### src/rtl/input_pkg.sv
// Shared types, helpers and 25.175 MHz timing defaults for the button input path.
package input_pkg;

  typedef enum logic [1:0] {
    IDLE,
    DELAY,
    REPEAT
  } rpt_state_e;

  localparam int unsigned DEF_DEBOUNCE_CYCLES = 251750;   // ~10 ms
  localparam int unsigned DEF_REPEAT_DELAY    = 6293750;  // ~250 ms
  localparam int unsigned DEF_REPEAT_PERIOD   = 2517500;  // ~100 ms

  function automatic int unsigned clog2_min1(input int unsigned value);
    int unsigned w;
    w = $clog2(value);
    return (w < 1) ? 1 : w;
  endfunction

endpackage

### src/rtl/button_channel.sv
// One button channel: 2-FF synchroniser, debouncer and auto-repeat FSM.
module button_channel
  import input_pkg::*;
#(
  parameter int unsigned DEBOUNCE_CYCLES = DEF_DEBOUNCE_CYCLES,
  parameter int unsigned REPEAT_DELAY    = DEF_REPEAT_DELAY,
  parameter int unsigned REPEAT_PERIOD   = DEF_REPEAT_PERIOD,
  parameter bit          REPEAT_EN       = 1'b1,
  parameter bit          ACTIVE_LOW      = 1'b0
) (
  input  logic clk,
  input  logic reset,
  input  logic btn_raw,
  input  logic enable,
  output logic btn_level,
  output logic btn_press,
  output logic btn_release,
  output logic btn_fire
);

  localparam int unsigned DB_W   = clog2_min1(DEBOUNCE_CYCLES);
  localparam int unsigned RC_MAX = (REPEAT_DELAY > REPEAT_PERIOD) ? REPEAT_DELAY : REPEAT_PERIOD;
  localparam int unsigned RC_W   = clog2_min1(RC_MAX);

  localparam logic [DB_W-1:0] DB_LAST     = DB_W'(DEBOUNCE_CYCLES - 1);
  localparam logic [RC_W-1:0] DELAY_LAST  = RC_W'(REPEAT_DELAY - 1);
  localparam logic [RC_W-1:0] PERIOD_LAST = RC_W'(REPEAT_PERIOD - 1);

  logic            sync1_q, sync1_d;
  logic            sync2_q, sync2_d;
  logic            stable_q, stable_d;
  logic [DB_W-1:0] db_cnt_q, db_cnt_d;
  rpt_state_e      state_q, state_d;
  logic [RC_W-1:0] rcnt_q, rcnt_d;
  logic            press_q, press_d;
  logic            release_q, release_d;
  logic            fire_q, fire_d;
  logic            toggle, rise, fall;

  always_comb begin
    sync1_d  = btn_raw ^ ACTIVE_LOW;
    sync2_d  = sync1_q;
    stable_d = stable_q;
    db_cnt_d = '0;
    toggle   = 1'b0;
    if (sync2_q != stable_q) begin
      if (db_cnt_q == DB_LAST) begin
        toggle   = 1'b1;
        stable_d = ~stable_q;
      end else begin
        db_cnt_d = db_cnt_q + DB_W'(1);
      end
    end
    rise = toggle & ~stable_q;
    fall = toggle & stable_q;
  end

  // Strobes are computed from the same-cycle toggle so they align with btn_level.
  always_comb begin
    state_d   = state_q;
    rcnt_d    = rcnt_q;
    fire_d    = 1'b0;
    press_d   = rise & enable;
    release_d = fall & enable;
    case (state_q)
      IDLE: begin
        if (rise) begin
          fire_d  = 1'b1;
          rcnt_d  = '0;
          state_d = REPEAT_EN ? DELAY : IDLE;
        end
      end
      DELAY: begin
        if (fall) begin
          state_d = IDLE;
          rcnt_d  = '0;
        end else if (rcnt_q == DELAY_LAST) begin
          fire_d  = 1'b1;
          rcnt_d  = '0;
          state_d = REPEAT;
        end else begin
          rcnt_d = rcnt_q + RC_W'(1);
        end
      end
      REPEAT: begin
        if (fall) begin
          state_d = IDLE;
          rcnt_d  = '0;
        end else if (rcnt_q == PERIOD_LAST) begin
          fire_d = 1'b1;
          rcnt_d = '0;
        end else begin
          rcnt_d = rcnt_q + RC_W'(1);
        end
      end
      default: begin
        state_d = IDLE;
        rcnt_d  = '0;
      end
    endcase
    if (!enable) begin
      state_d = IDLE;
      rcnt_d  = '0;
      fire_d  = 1'b0;
    end
  end

  always_ff @(posedge clk) begin
    if (reset) begin
      sync1_q   <= 1'b0;
      sync2_q   <= 1'b0;
      stable_q  <= 1'b0;
      db_cnt_q  <= '0;
      state_q   <= IDLE;
      rcnt_q    <= '0;
      press_q   <= 1'b0;
      release_q <= 1'b0;
      fire_q    <= 1'b0;
    end else begin
      sync1_q   <= sync1_d;
      sync2_q   <= sync2_d;
      stable_q  <= stable_d;
      db_cnt_q  <= db_cnt_d;
      state_q   <= state_d;
      rcnt_q    <= rcnt_d;
      press_q   <= press_d;
      release_q <= release_d;
      fire_q    <= fire_d;
    end
  end

  assign btn_level   = stable_q;
  assign btn_press   = press_q;
  assign btn_release = release_q;
  assign btn_fire    = fire_q;

endmodule

### src/rtl/button_conditioner.sv
// Multi-channel button conditioner: independent sync/debounce/auto-repeat per channel.
module button_conditioner
  import input_pkg::*;
#(
  parameter int unsigned          CHANNELS        = 3,
  parameter int unsigned          DEBOUNCE_CYCLES = DEF_DEBOUNCE_CYCLES,
  parameter int unsigned          REPEAT_DELAY    = DEF_REPEAT_DELAY,
  parameter int unsigned          REPEAT_PERIOD   = DEF_REPEAT_PERIOD,
  parameter logic [CHANNELS-1:0]  REPEAT_EN       = {CHANNELS{1'b1}},
  parameter logic [CHANNELS-1:0]  ACTIVE_LOW      = {CHANNELS{1'b0}}
) (
  input  logic                clk_25_175,
  input  logic                reset,
  input  logic [CHANNELS-1:0] btn_raw,
  input  logic                enable,
  output logic [CHANNELS-1:0] btn_level,
  output logic [CHANNELS-1:0] btn_press,
  output logic [CHANNELS-1:0] btn_release,
  output logic [CHANNELS-1:0] btn_fire
);

  for (genvar gi = 0; gi < CHANNELS; gi++) begin : g_ch
    button_channel #(
      .DEBOUNCE_CYCLES (DEBOUNCE_CYCLES),
      .REPEAT_DELAY    (REPEAT_DELAY),
      .REPEAT_PERIOD   (REPEAT_PERIOD),
      .REPEAT_EN       (REPEAT_EN[gi]),
      .ACTIVE_LOW      (ACTIVE_LOW[gi])
    ) u_ch (
      .clk         (clk_25_175),
      .reset       (reset),
      .btn_raw     (btn_raw[gi]),
      .enable      (enable),
      .btn_level   (btn_level[gi]),
      .btn_press   (btn_press[gi]),
      .btn_release (btn_release[gi]),
      .btn_fire    (btn_fire[gi])
    );
  end

endmodule
### config.mk
export PLATFORM = sky130hd
export DESIGN_NAME = button_conditioner
export DESIGN_NICKNAME = d
export VERILOG_FILES = /design/src/rtl/input_pkg.sv /design/src/rtl/button_channel.sv /design/src/rtl/button_conditioner.sv
export SDC_FILE = /design/constraint.sdc
export NUM_CORES = 1
export LEC_CHECK = 0
export ABC_AREA = 1
export CAP_MARGIN = 20
export CORE_UTILIZATION = 39
export DETAILED_ROUTE_END_ITERATION = 6
export GPL_ROUTABILITY_DRIVEN = 0
export PLACE_DENSITY = 0.52
export SYNTH_ARGS = -nofsm -noshare
export SYNTH_HDL_FRONTEND = slang
export SYNTH_SLANG_ARGS = --single-unit
### constraint.sdc
create_clock -name clk_25_175 -period 2 [get_ports clk_25_175]
set_input_delay 0.2 -clock clk_25_175 [delete_from_list [all_inputs] [get_ports clk_25_175]]
set_output_delay 0.2 -clock clk_25_175 [all_outputs]
set_load 0.1 [all_outputs]
==> qor.csv, run 1 <==
stage,metric,value,unit
status,outcome,finished clean,
logic_synthesis,synth.distinct_cells,41,
placed_design,port_buffers,17,
logic_synthesis,synthesis.area,0.008140,mm²
worst_setup_path,rr_startpoint,g_ch[2].u_ch.rcnt_q[0],
logic_synthesis,yosys_warnings,0,
global_route,grt_pass1_vias,6841,
cells_and_area,top_register,g_ch.u_ch.rcnt_q,
cells_and_area,n_antenna_cell,0,
route,post_drt_wl_per_cell,12.33,µm
worst_setup_path,worstReg2RegEnd,g_ch[2].u_ch.rcnt_q[18],
cells_and_area,fin_area,0.009447,mm²
hold_path,hp-start,btn_raw[1],
power_and_ir_drop,peakVddDrop,0.5074,mV
cells_and_area,final_nets,1275,
die,core,0.02036,mm²
sta,rsz0062_at_grt,false,
logic_synthesis,syn_inst,1206,
die,ios,18,
placed_design,place_area,0.008650,mm²
cells_and_area,largest_reg_flops,69,
worst_setup_path,path_cells,"ha_1, buf_4, nand3_1, nor2_1, nand3_1, nand3_1, nand2_2, a21oi_4, nor2_1",
worst_setup_path,r2r_cells,9,
sta,tightest_slew,0.4802,ns
die,dieArea,0.02145,mm²
sta,fin_crit,1.816,ns
sta,maxSlewViolCount,0,
clocking,clk_path_buf_depth,2,
clocking,ctsHoldBuffers,0,
die,start_util,0.3997,
global_route,grt-ovfl-total,0,
cells_and_area,layout-drive-gt1-share,0.1145,
global_route,grt_start_max_net_pins,22,
global_route,grt_pass1_wl,32310,µm
worst_setup_path,cp_common_cell,nand3_1,
hold_path,worstHoldPathType,input port to flip-flop,
die,die_y,146.5,µm
sta,period_share,0.9079,
worst_setup_path,r2r_slack,0.18,ns
worst_setup_path,critPathBufInv,1,
route,drcViolationCount,0,
clocking,cts-root-buf,clkbuf_16,
route,routed_wl,18830,µm
worst_setup_path,cp_slowest_cell,dfxtp_1,
route,drtAntennaViolNets,0,
clocking,clk_latency,0.42,ns
clocking,tritoncts,done,
cells_and_area,final_util,0.4639,
sta,finalSetupTns,0,ns
die,num_rows,52,
global_route,antenna_found_initial,0,
hold_path,worstHoldEndpoint,g_ch[1].u_ch.sync1_q,
worst_setup_path,crit_required,2.30,ns
logic_synthesis,ys_seq_area_frac,0.3615,
clocking,cts.sinks,147,
worst_setup_path,arrival,2.11,ns
cells_and_area,syn_to_final_growth,16.05,%
clocking,clk_pin_slew,0.06,ns
hold_path,hold_depth,3,
route,viasPerCell,4.810,
worst_setup_path,crit_family,simple AND/OR/NAND/NOR gates,
die,die-width,146.5,µm
sta,finalSetupViolCount,0,
route,first_pass_iters,7,
sta,fmax,0.5507,GHz
worst_setup_path,path_max_fanout,8,
worst_setup_path,end_kind,flip-flop,
logic_synthesis,ys_ff_latch,147,
global_route,track_usage,0.1842,
logic_synthesis,syn_nets,1236,
worst_setup_path,cp-start-kind,flip-flop,
worst_setup_path,crit_type,flip-flop to flip-flop,
sta,max_slew_margin,0.6772,
clocking,h-tree-depth,4,
power_and_ir_drop,power_density,684.7,mW/mm²
power_and_ir_drop,leakage,3.790,nW
logic_synthesis,syn_avg_cell_area,6.750,µm²
route,drtIter0Drc,412,
worst_setup_path,cpPeakStageDelay,0.39,ns
clocking,cts_made_buffers,17,
placed_design,post-dp-hpwl,13920,µm
run,maxCapViolations,0,
sta,skew,0.01297,ns
route,num_vias,7349,
sta,hold_viol,0,
cells_and_area,largestRegisters,"g_ch.u_ch.rcnt_q (69), g_ch.u_ch.db_cnt_q (54), g_ch.u_ch.state_q (6)",
==> worst min-delay path, cell delays in order <==
cell and delay [ns]:
clkdlybuf4s50_1 0.40, inv_1 0.05, nor2_1 0.03
==> layout make-up <==
type	instances	area (µm²)
tap	270	337.8
clock buffer	20	446.7
inverter	171	653.1
sequential	147	2945
timing repair inverter	1	5.005
multi-input combinational	857	4436
clock inverter	12	177.7
timing repair buffer	50	445.4
fill	2083	10920
==> stage by stage <==
step | hold WS [ns] | std cells | power, W | setup WS, ns
2_1_floorplan | 0.2712 | 1206 | 0.003062 | 0.3353
3_3_place_gp | 0.3980 | 1491 | 0.003111 | 0.04318
3_5_place_dp | 0.4047 | 1491 | 0.003111 | -0.05015
4_1_cts | 0.2864 | 1523 | 0.006567 | 0.02763
5_1_grt | 0.2872 | 1528 | 0.006727 | 0.006585
6_report | 0.2987 | 1528 | 0.006468 | 0.1842
==> logic make-up after synthesis <==
kind of cell | Yosys count | synth area share
buffers and inverters | 202 | 0.1067
DFF | 147 | 0.3615
adders and majority gates | 24 | 0.03689
AOI/OAI and AO/OA | 101 | 0.06717
and+or+nand+nor | 698 | 0.3912
xor gates and xnor gates | 34 | 0.03658
==> metal layers <==
metal  vias to the layer above  global-route usage  wire length [µm]
li1                       3916                   -                 -
met1                      3299              0.2569              9891
met2                       129              0.2883              8165
met3                         5             0.03813               673
met4                         0             0.04583               104
met5                         -                   0                 0
==> cells in the final DEF (no fill, tap or decap), types with 3 or more instances in the layout <==
master           count
a21oi_1             54
buf_12               4
buf_4               39
bufinv_16            4
clkbuf_16           17
clkdlybuf4s50_1      5
clkinv_2             4
clkinv_4             3
dfxtp_1            145
ha_1                23
inv_1              160
inv_2                8
nand2_1            243
nand2_2              4
nand2_4              5
nand3_1            115
nand3_2              5
nand3b_1             4
nand4_1             35
nand4_4              5
nor2_1             208
nor2_2              10
nor2_4              10
nor3_1              27
nor3_2               4
nor3b_1              5
nor4_1               5
nor4_2               3
o21a_1               4
o21ai_0             27
o21ai_1              4
o21bai_1             4
or2_0                4
or2_2                4
xnor2_1              6
xor2_1              28
==> synth_stat cells, drive strengths merged <==
master | instances | area (µm²)
nor4 | 8 | 62.56
ha | 24 | 300.3
buf | 27 | 208.9
dfxtp | 147 | 2943
o21bai | 4 | 30.03
o211ai | 2 | 15.01
nand4 | 41 | 302.8
nand3b | 4 | 30.03
o21a | 4 | 30.03
inv | 171 | 644.4
nand2 | 252 | 975.9
xnor2 | 6 | 52.55
nor2b | 1 | 6.260
nor2 | 228 | 923.4
a21oi | 56 | 291.5
a31oi | 2 | 12.51
clkbuf | 4 | 15.01
nor3b | 5 | 37.54
o21ai | 32 | 160.2
nor3 | 31 | 175.2
nand3 | 120 | 620.6
or2 | 8 | 50.04
a211oi | 1 | 7.510
xor2 | 28 | 245.2
==> worst max-delay path by stage <==
stage	cells past startpoint	startpoint	to
floorplan	13	g_ch[0].u_ch.db_cnt_q[0]	g_ch[0].u_ch.rcnt_q[19]
global placement	7	reset	g_ch[0].u_ch.db_cnt_q[2]
detailed placement	7	reset	g_ch[0].u_ch.db_cnt_q[2]
CTS	12	g_ch[0].u_ch.db_cnt_q[0]	g_ch[0].u_ch.rcnt_q[19]
global route	13	g_ch[0].u_ch.db_cnt_q[1]	g_ch[0].u_ch.rcnt_q[13]
finish	9	g_ch[2].u_ch.rcnt_q[0]	g_ch[2].u_ch.rcnt_q[18]
==> power breakdown <==
group / switching [W] / internal (W)
clock network: 0.00129 / 0.00213
logic: 0.0000685 / 0.0000402
registers: 0.00000456 / 0.00294
total: 0.00136 / 0.00510
==> what timing repair did <==
action | in CTS | in global routing
gates cloned | 0 | 1
gates resized for setup | 1 | 29
pin swaps | 0 | 5
setup buffers | 0 | 4
endpoints found under the setup margin | 2 | 54
No activity file was read; power rests on OpenSTA's default activity.
==> run 2: changes to the inputs <==
--- a/config.mk
+++ b/config.mk
@@ -6,7 +6,6 @@
 export NUM_CORES = 1
 export LEC_CHECK = 0
 export ABC_AREA = 1
-export CAP_MARGIN = 20
 export CORE_UTILIZATION = 39
 export DETAILED_ROUTE_END_ITERATION = 6
 export GPL_ROUTABILITY_DRIVEN = 0
==> results of run 2 <==
Same layout as run 1: the final DEF is identical, and so are final timing and power.
==> run 3: changes to the inputs <==
--- a/config.mk
+++ b/config.mk
@@ -10,6 +10,7 @@
 export DETAILED_ROUTE_END_ITERATION = 6
 export GPL_ROUTABILITY_DRIVEN = 0
 export PLACE_DENSITY = 0.52
+export SETUP_SLACK_MARGIN = 0.1
 export SYNTH_ARGS = -nofsm -noshare
 export SYNTH_HDL_FRONTEND = slang
 export SYNTH_SLANG_ARGS = --single-unit
==> qor.csv, run 3 (synthesis results as in run 1) <==
stage,metric,value,unit,change
worst_setup_path,path_max_fanout,8,,unchanged
worst_setup_path,r2r_slack,0.21,ns,+0.03 ns
power_and_ir_drop,switchingPower,0.001382,W,+1.3%
cells_and_area,syn_to_final_growth,20.18,%,
run,maxCapViolations,0,,unchanged
worst_setup_path,cp-startpoint,g_ch[2].u_ch.rcnt_q[0],,
clocking,clk_pin_slew,0.06,ns,about the same
route,num_vias,7452,,+1.4%
global_route,antenna_found_initial,0,,unchanged
placed_design,port_buffers,17,,unchanged
global_route,grt_pass1_vias,6836,,-0.073%
power_and_ir_drop,totalPowerFinal,0.006497,W,+0.45%
power_and_ir_drop,seqPwrFrac,0.452,,-0.002
worst_setup_path,crit_type,flip-flop to flip-flop,,
cells_and_area,top_register,g_ch.u_ch.rcnt_q,,
cells_and_area,most-common-layout-cells,"nand2_1, nor2_1, inv_1",,
power_and_ir_drop,swShare,0.2128,,+0.001859
clocking,tritoncts,done,,
worst_setup_path,arrival,2.08,ns,-0.03 ns
route,drcViolationCount,0,,unchanged
cells_and_area,fill_cells,2059,,-1.2%
route,post_drt_wl_per_cell,12.65,µm,+2.6%
clocking,cts.sinks,147,,unchanged
worst_setup_path,rr_startpoint,g_ch[2].u_ch.rcnt_q[0],,
die,dieArea,0.02145,mm²,unchanged
sta,rsz0062_at_grt,false,,
power_and_ir_drop,leakage,3.967,nW,+4.7%
cells_and_area,n_antenna_cell,0,,unchanged
clocking,ctsHoldBuffers,0,,unchanged
power_and_ir_drop,p_int,0.005115,W,+0.21%
hold_path,worstHoldPathType,input port to flip-flop,,
worst_setup_path,worstReg2RegEnd,g_ch[2].u_ch.rcnt_q[20],,
sta,finalSetupTns,0,ns,unchanged
placed_design,post-dp-hpwl,13920,µm,unchanged
worst_setup_path,end_kind,flip-flop,,
cells_and_area,layout-drive-gt1-share,0.1399,,+0.02547
worst_setup_path,crit_required,2.29,ns,about the same
cells_and_area,final_util,0.4804,,+0.01653
die,die_y,146.5,µm,unchanged
die,core,0.02036,mm²,unchanged
sta,tightest_slew,0.4774,ns,-0.002861 ns
power_and_ir_drop,peakVddDrop,0.5094,mV,+0.40%
clocking,cts_made_buffers,17,,unchanged
route,first_pass_iters,5,,-2
worst_setup_path,r2r_cells,9,,unchanged
sta,fin_crit,1.789,ns,-0.02731 ns
global_route,grt_start_max_net_pins,22,,unchanged
power_and_ir_drop,power_density,664.1,mW/mm²,-3.0%
cells_and_area,final_common_cell,nand2_1,,
sta,maxSlewViolCount,0,,unchanged
die,num_rows,52,,unchanged
sta,fmax,0.5591,GHz,+1.5%
route,viasPerCell,4.833,,+0.48%
global_route,grt_pass1_wl,32290,µm,about the same
cells_and_area,final_nets,1289,,+1.1%
sta,fin_hold_ws,0.2975,ns,-0.001204 ns
die,ios,18,,unchanged
power_and_ir_drop,power_frac_clock,0.528,,about the same
status,outcome,finished clean,,
placed_design,pre_cts_ws,-0.05015,ns,unchanged
sta,worst_slack,0.2115,ns,+0.02731 ns
sta,skew,0.01489,ns,+0.001917 ns
clocking,clk_path_buf_depth,2,,unchanged
cells_and_area,largest_reg_flops,69,,unchanged
clocking,clk_latency,0.42,ns,about the same
worst_setup_path,cp-start-kind,flip-flop,,
global_route,track_usage,0.1840,,-0.0002007
route,drtAntennaViolNets,0,,unchanged
die,die-width,146.5,µm,unchanged
die,start_util,0.3997,,unchanged
sta,period_share,0.8943,,-0.01365
cells_and_area,largestRegisters,"g_ch.u_ch.rcnt_q (69), g_ch.u_ch.db_cnt_q (54), g_ch.u_ch.state_q (6)",,
sta,hold_viol,0,,unchanged
global_route,grt-ovfl-total,0,,unchanged
worst_setup_path,cp-endpoint,g_ch[2].u_ch.rcnt_q[20],,
power_and_ir_drop,comb_power_share,0.020,,+0.003
clocking,h-tree-depth,4,,unchanged
clocking,cts-root-buf,clkbuf_16,,
route,drtIter0Drc,412,,unchanged
sta,max_slew_margin,0.6818,,+0.004573
route,routed_wl,19510,µm,+3.6%
sta,finalSetupViolCount,0,,unchanged
run 3: cell count changes in the layout (fill, tap and decap cells not counted), moves of 4 or more:
cell	before	now
dfxtp_2	2	6
nand3_1	115	111
nor2_1	208	202
buf_4	39	46
nor2_2	10	14
clkbuf_16	17	21
dfxtp_1	145	140
run 3: what timing repair did:
action / in CTS / in global routing
hold endpoints to repair: 0 / 0
gates resized for setup: 4 / 65
setup buffers: 0 / 12
endpoints found under the setup margin: 28 / 92
pin swaps: 0 / 15
cloned: 0 / 7
run 3: power groups by stage:
stage / Clock [W] / Combinational (W) / Sequential, W
final: 0.00343 / 0.000127 / 0.00294
after global routing: 0.00367 / 0.000140 / 0.00294
after CTS: 0.00352 / 0.000107 / 0.00294
after detailed placement: 0 / 0.000106 / 0.00300
after global placement: 0 / 0.000106 / 0.00300
after floorplan: 0 / 0.0000583 / 0.00300
run 3: routing by layer:
metal / routed length [µm] / share of wire / up-vias / global-route usage
met3: 572 / 0.029 / 7 / 0.03813
met5: 0 / 0 / - / 0
li1: - / - / 3949 / -
met1: 10250 / 0.53 / 3392 / 0.2566
met2: 8564 / 0.44 / 104 / 0.2881
met4: 121 / 0.0062 / 0 / 0.04583
run 3: how the worst min path moves through the flow:
stage / start / endpoint / cells past startpoint
after floorplan: reset / g_ch[0].u_ch.sync1_q / 1
after global placement: g_ch[1].u_ch.sync1_q / g_ch[1].u_ch.sync2_q / 2
after detailed placement: g_ch[1].u_ch.sync1_q / g_ch[1].u_ch.sync2_q / 2
after CTS: btn_raw[1] / g_ch[1].u_ch.sync1_q / 3
after global routing: btn_raw[1] / g_ch[1].u_ch.sync1_q / 3
final: btn_raw[1] / g_ch[1].u_ch.sync1_q / 3
run 3: worst max-delay path, stage by stage, from the launching register on:
cell,delay (ns)
dfxtp_1,0.39
ha_1,0.19
buf_4,0.12
nand3_1,0.08
nor2_1,0.15
nand3_1,0.14
nand3_2,0.13
nand2_2,0.09
a21oi_4,0.30
nor2_1,0.09
run 3: cell type report:
type                    instances  area [µm²]  area share
clock buffers                  20       446.7     0.04566
clock inverters                12       177.7     0.01816
inverters                     171       653.1     0.06676
multi-input cells             858        4576      0.4677
flip-flops and latches        147        2954      0.3020
well taps                     270       337.8     0.03453
repair buffers                 63       633.1     0.06471
repair inverters                1       5.005   0.0005116
run 3: through the flow:
step                      std cells  cell area (µm²)
final                          1542             9783
after global routing           1542             9783
after CTS                      1523             9283
after detailed placement       1491             8650
after global placement         1491             8650
after floorplan                1206             8140
